## config.mk

```make
export PLATFORM = sky130hd
export DESIGN_NAME = pipe_flopr
export DESIGN_NICKNAME = d
export VERILOG_FILES = /design/src/rtl/pipe_flopr_stage.sv /design/src/rtl/pipe_flopr.sv
export SDC_FILE = /design/constraint.sdc
export NUM_CORES = 1
export LEC_CHECK = 0
export CAP_MARGIN = 5
export CORE_MARGIN = 2
export CORE_UTILIZATION = 45
export CTS_CLUSTER_SIZE = 40
export DETAILED_ROUTE_END_ITERATION = 12
export PLACE_DENSITY = 0.75
export SKIP_CTS_REPAIR_TIMING = 1
export SLEW_MARGIN = 30
export SYNTH_ARGS = -nofsm -noshare
export SYNTH_HDL_FRONTEND = slang
export SYNTH_HIERARCHICAL = 1
export SYNTH_SLANG_ARGS = --single-unit
```

## constraint.sdc

```tcl
create_clock -name clk -period 2 [get_ports clk]
set_clock_uncertainty 0.1 [all_clocks]
set_input_delay 0.4 -clock clk [delete_from_list [all_inputs] [get_ports clk]]
set_output_delay 0.4 -clock clk [all_outputs]
set_load 0.1 [all_outputs]
```

## src/rtl/pipe_flopr_stage.sv

```systemverilog
// ============================================================================
// Module  : pipe_flopr_stage
// Purpose : One elastic pipeline slot: a valid bit plus a data register.
// Rev     : 1.0  initial release
// ============================================================================
`default_nettype none

module pipe_flopr_stage #(
  parameter int               WIDTH      = 8,
  parameter logic [WIDTH-1:0] RESET_VAL  = '0,
  parameter bit               FLUSH_DATA = 1'b0
) (
  input  logic             clk,
  input  logic             reset,
  input  logic             flush_i,
  input  logic             load_i,
  input  logic [WIDTH-1:0] data_i,
  input  logic             down_ready_i,
  output logic             valid_o,
  output logic             ready_o,
  output logic             move_o,
  output logic [WIDTH-1:0] data_o
);

  logic             valid_q, valid_d;
  logic [WIDTH-1:0] data_q, data_d;

  always_comb begin
    move_o  = valid_q & down_ready_i;
    ready_o = ~valid_q | move_o;

    valid_d = valid_q;
    data_d  = data_q;
    if (flush_i) begin
      valid_d = 1'b0;
      if (FLUSH_DATA) data_d = RESET_VAL;
    end else if (load_i) begin
      // A load may coincide with the current word leaving; the new word wins.
      valid_d = 1'b1;
      data_d  = data_i;
    end else if (move_o) begin
      valid_d = 1'b0;
    end
  end

  always_ff @(posedge clk or posedge reset) begin
    if (reset) begin
      valid_q <= 1'b0;
      data_q  <= RESET_VAL;
    end else begin
      valid_q <= valid_d;
      data_q  <= data_d;
    end
  end

  assign valid_o = valid_q;
  assign data_o  = data_q;

endmodule

`default_nettype wire

```

## src/rtl/pipe_flopr.sv

```systemverilog
// ============================================================================
// Module  : pipe_flopr
// Purpose : Elastic DEPTH-stage register pipeline with valid/ready, flush, count.
// Rev     : 1.0  initial release
// ============================================================================
`default_nettype none

module pipe_flopr #(
  parameter int               WIDTH      = 8,
  parameter int               DEPTH      = 3,
  parameter logic [WIDTH-1:0] RESET_VAL  = '0,
  parameter bit               FLUSH_DATA = 1'b0
) (
  input  logic                       clk,
  input  logic                       reset,
  input  logic                       flush,
  input  logic                       in_valid,
  output logic                       in_ready,
  input  logic [WIDTH-1:0]           in_data,
  output logic                       out_valid,
  input  logic                       out_ready,
  output logic [WIDTH-1:0]           out_data,
  output logic [$clog2(DEPTH+1)-1:0] count
);

  localparam int CNT_W = $clog2(DEPTH+1);

  logic [DEPTH-1:0] stage_valid;
  logic [DEPTH-1:0] stage_ready;
  logic [DEPTH-1:0] stage_move;
  logic [DEPTH-1:0] stage_load;
  logic [DEPTH-1:0] stage_down_ready;
  logic [WIDTH-1:0] stage_data [DEPTH];
  logic [WIDTH-1:0] stage_src  [DEPTH];

  // Reset gates in_ready so nothing is accepted while the pipe is held clear.
  assign in_ready = stage_ready[0] & ~flush & ~reset;

  for (genvar k = 0; k < DEPTH; k++) begin : g_stage
    if (k == 0) begin : g_head
      assign stage_load[k] = in_valid & in_ready;
      assign stage_src[k]  = in_data;
    end else begin : g_body
      assign stage_load[k] = stage_move[k-1];
      assign stage_src[k]  = stage_data[k-1];
    end

    if (k == DEPTH-1) begin : g_tail
      assign stage_down_ready[k] = out_ready;
    end else begin : g_mid
      assign stage_down_ready[k] = stage_ready[k+1];
    end

    pipe_flopr_stage #(
      .WIDTH      (WIDTH),
      .RESET_VAL  (RESET_VAL),
      .FLUSH_DATA (FLUSH_DATA)
    ) u_stage (
      .clk          (clk),
      .reset        (reset),
      .flush_i      (flush),
      .load_i       (stage_load[k]),
      .data_i       (stage_src[k]),
      .down_ready_i (stage_down_ready[k]),
      .valid_o      (stage_valid[k]),
      .ready_o      (stage_ready[k]),
      .move_o       (stage_move[k]),
      .data_o       (stage_data[k])
    );
  end

  assign out_valid = stage_valid[DEPTH-1];
  assign out_data  = stage_data[DEPTH-1];

  always_comb begin
    count = '0;
    for (int k = 0; k < DEPTH; k++) begin
      count = count + CNT_W'(stage_valid[k]);
    end
  end

endmodule

`default_nettype wire

```

=== Yosys cells after proc, flatten, opt, wreduce, memory -nomap -nowiden ===
Index checks and enable logic that the tools add are counted.

* Register bits after elaboration: 27
* Input bits: 13
* Output and inout bits: 12
* Word-level logic and storage cells: 37

* Add/subtract/negate cells: 2
* Multiplexer cells: 9
* Bitwise logic cells: 14
* Reduce and logical (&&, ||, !) cells: 6

{| class="wikitable"
|+ Operators with widths
! kind !! count
|-
| $mux W1 || 9
|-
| $reduce_bool A3 Y1 || 3
|-
| $and A1 B1 Y1 || 6
|-
| $reduce_and A2 Y1 || 3
|-
| $not A1 Y1 || 5
|-
| $or A1 B1 Y1 || 3
|-
| $add A1 B1 Y2 || 1
|-
| $add A2 B1 Y2 || 1
|}

=== Logic depth before layout (Yosys ltp) ===
* Depth after elaboration: 11
* Mapped depth: 7

=== By module ===
The synthesis kept the hierarchy.

{| class="wikitable"
|+ Modules (own cells, without submodules)
! module !! times used !! cells an instance !! area each (sq um)
|-
| pipe_flopr_stage || 3 || 24 || 395.4
|-
| pipe_flopr || 1 || 3 || 40.0
|}

=== Worst setup path before layout ===
No wires, ideal clock.

* Path type: register to output
* Start point: register g_stage[2].u_stage.valid_q
* End point: output in_ready
* Arrival: 3459 ps
* Path slack: -1959 ps
* Stages on the path, launching flop included: 5
* Path through: dfrtp_1 nand2b_1 nand2b_1 nand2b_1 nor3b_1

* Word-level cells in the longest chain between the ends: 8
* Elaborated cells on any way between the ends: 9

{| class="wikitable"
|+ RTL lines
! element !! line !! source
|-
| start: declaration || pipe_flopr_stage.sv:25 || <nowiki>logic valid_q, valid_d;</nowiki>
|-
| start signal: assignment || pipe_flopr_stage.sv:51 || <nowiki>valid_q <= valid_d;</nowiki>
|-
| $and A1 B1 Y1 or $not A1 Y1 (tied branches) || pipe_flopr_stage.sv:29, pipe_flopr_stage.sv:30 ||
|-
| $or A1 B1 Y1 (*) || pipe_flopr_stage.sv:30 || <nowiki>ready_o = ~valid_q | move_o;</nowiki>
|-
| net stage_down_ready[1] || pipe_flopr.sv:32 || <nowiki>logic [DEPTH-1:0] stage_down_ready;</nowiki>
|-
| $and A1 B1 Y1 (*) || pipe_flopr_stage.sv:29 || <nowiki>move_o = valid_q & down_ready_i;</nowiki>
|-
| $or A1 B1 Y1 (*) || pipe_flopr_stage.sv:30 ||
|-
| net stage_down_ready[0] || pipe_flopr.sv:32 ||
|-
| $and A1 B1 Y1 (*) || pipe_flopr_stage.sv:29 ||
|-
| $or A1 B1 Y1 (*) || pipe_flopr_stage.sv:30 ||
|-
| net stage_ready[0] || pipe_flopr.sv:29 || <nowiki>logic [DEPTH-1:0] stage_ready;</nowiki>
|-
| $and A1 B1 Y1 (*) (2 in a row) || pipe_flopr.sv:37 || <nowiki>assign in_ready = stage_ready[0] & ~flush & ~reset;</nowiki>
|-
| end: declaration || pipe_flopr.sv:18 || <nowiki>output logic in_ready,</nowiki>
|}

The timed path passes the listed nets; every way through them passes the cells marked *.

=== Final worst setup path ===
Ends and elaborated chain as after synthesis.

==> flow_metrics.py <==
metrics = {
    "logic_synthesis": {
        "synthesis.area_per_instance_um2": 16.5,
        "synth.cell_area_um2": 1220,
        "synth_nets": 88,
        "syn-instance-count": 74,
        "yosys_warnings": 6,
    },
    "timing": {
        "period_minus_slack_ns": 2.09,
        "rsz0062_at_grt": "yes",
        "setup_ws_ns": -0.0901,
        "report.final.slew_viol_count": 0,
        "fmax_mhz": 478,
        "setup_violations": 2,
        "worst_pin_slew_ns": 0.325,
        "period_share_pct": 105,
        "setup_tns_ns": -0.173,
        "relSlewSlack_pct": 78.3,
        "hold_violations": 0,
    },
    "power": {
        "switching_share_pct": 33.0,
        "p_leak_nw": 0.794,
        "p_seq_share_pct": 48.7,
        "powerDensity_nw_per_um2": 889,
        "irDropWorstVdd_uv": 743,
        "power.switching_mw": 0.504,
        "power_mw": 1.53,
        "p_int_mw": 1.02,
        "power_frac_clock_pct": 14.6,
        "combPwrFrac_pct": 36.7,
    },
    "floorplan": {
        "row_count": 18,
        "die_w_um": 56.1,
        "dieArea_um2": 3140,
        "io_pins": 25,
        "core_um2": 2520,
        "die-height_um": 56.1,
        "start_util_pct": 48.4,
    },
    "routing": {
        "dr_wl_met3_um": 63,
        "remaining_drc_errors": 0,
        "wl_met2_um": 849,
        "dr.pass1.iters": 2,
        "vias_per_cell": 4.79,
        "wl_met1_um": 769,
        "drt_wl_total_um": 1700,
        "drt_iter0_markers": 3,
        "top_layer": "met4",
        "dr_total_vias": 642,
        "ant_nets": 0,
        "post_drt_wl_per_cell_um": 12.7,
    },
    "global_route": {
        "grt.total_usage_pct": 12.7,
        "grt_pass1_wl_um": 3030,
        "grt_max_degree": 16,
        "antenna_found_initial": 0,
        "overflow": 0,
        "grt_pass1_vias": 630,
    },
    "cells_and_area": {
        "nNetsFinal": 119,
        "finalCoreUtilization_pct": 68.1,
        "num_antenna_cells": 0,
        "area_delta_synth_final_pct": 40.8,
        "filler_cell_count": 176,
        "drive_gt1_share_pct": 53.8,
        "final_cells": 134,
    },
    "critical_path": {
        "end_kind": "primary output",
        "criticalPathCategory": "register to primary output",
        "arrival_ns": 1.59,
        "reg2reg_depth": 7,
        "r2r_setup_slack_ns": 0.11,
        "cp.required_ns": 1.50,
        "crit_path_start_kind": "register",
        "reg2reg_from": "g_stage[2].u_stage/valid_o",
        "critPathMaxFanout": 3,
        "r2r-end": "g_stage[0].u_stage/data_o[1]",
    },
    "placement": {
        "pre_cts_ws_ns": -0.308,
        "gp_congestion": 0.728,
        "io_buffer_count": 24,
        "dp_cells": 130,
        "hpwl_um": 1500,
    },
    "hold_path": {
        "hold_end": "g_stage[2].u_stage/valid_o",
        "hp-start": "out_ready",
        "whs_path_depth": 3,
        "hp-class": "input port to register",
    },
    "clock_network": {
        "clkSinkCount": 27,
        "clk_latency_ns": 0.32,
        "cts_tree": "built",
        "clockRootBuffer": "clkbuf_4",
        "cts-buffers-inserted": 3,
        "cts.clk_slew.worst_paths_ns": 0.13,
        "htreeDepth": 1,
        "clock_path_buffers": 2,
    },
    "run_status": {
        "status": "finished, violations left",
        "violations": "setup timing",
    },
    "run": {
        "drv_cap": 0,
    },
}
[critical path: stages, from the launching register on]
cell and delay, ns:
dfrtp_4 0.53, nand2b_4 0.09, nand2b_4 0.12, nand2b_4 0.12, nor3b_4 0.21, buf_12 0.20
[worst max-delay path by stage]
stage	from	to	slack, ns
global placement	out_ready	g_stage[0].u_stage/data_o[0]	-0.26
global route	g_stage[2].u_stage/valid_o	in_ready	-0.17
detailed placement	out_ready	g_stage[0].u_stage/data_o[3]	-0.31
CTS	out_ready	in_ready	-0.17
floorplan	g_stage[2].u_stage/valid_o	in_ready	-0.32
finish	g_stage[2].u_stage/valid_o	in_ready	-0.09
[area by class of cell]
type,instances,area [um2],share of cell area [%]
clock buffer,3,22.5,1.31
clock inverter,1,5.00,0.291
inverter,6,22.5,1.31
multi-input combinational,38,524,30.5
sequential,27,681,39.6
tap,30,37.5,2.18
timing repair buffer,29,425,24.8
[through the flow]
| stage | hold slack (ns) | cell area, um2 |
|---|---|---|
| floorplan | 0.128 | 1260 |
| global route | 0.288 | 1720 |
| CTS | 0.384 | 1710 |
| detailed placement | 0.404 | 1690 |
| finish | 0.296 | 1720 |
| global placement | 0.400 | 1690 |
[power by group through the flow]
stage               logic [mW]  clock network [mW]  registers (mW)
global placement         0.556                   0           0.752
finish                   0.560               0.223           0.744
global route             0.583               0.250           0.762
CTS                      0.565               0.232           0.748
detailed placement       0.566                   0           0.760
floorplan                0.209                   0           0.906
[cells in the final DEF (no fill, tap or decap)]
cell             count
dfrtp_1             25
dfrtp_2              1
nor3b_4              1
clkdlybuf4s50_1     11
inv_1                6
clkinv_2             1
mux2_4              24
clkbuf_4             3
dfrtp_4              1
and2_1               2
buf_12              14
fa_2                 1
nand2b_4             3
dlymetal6s2s_1       1
buf_4                3
and4bb_2             1
nor2b_4              3
a21oi_1              3
[sequential cells by signal, indices dropped and copies added (netlist names)]
register                 cells
g_stage.u_stage/valid_o      3
g_stage.u_stage/data_o      24
[routing by layer]
metal	up-vias	global-route usage (%)
met3	2	3.49
met4	0	5.10
met1	314	15.7
li1	309	-
met2	17	20.8
met5	-	0
Power figures use the tool's default switching activity.
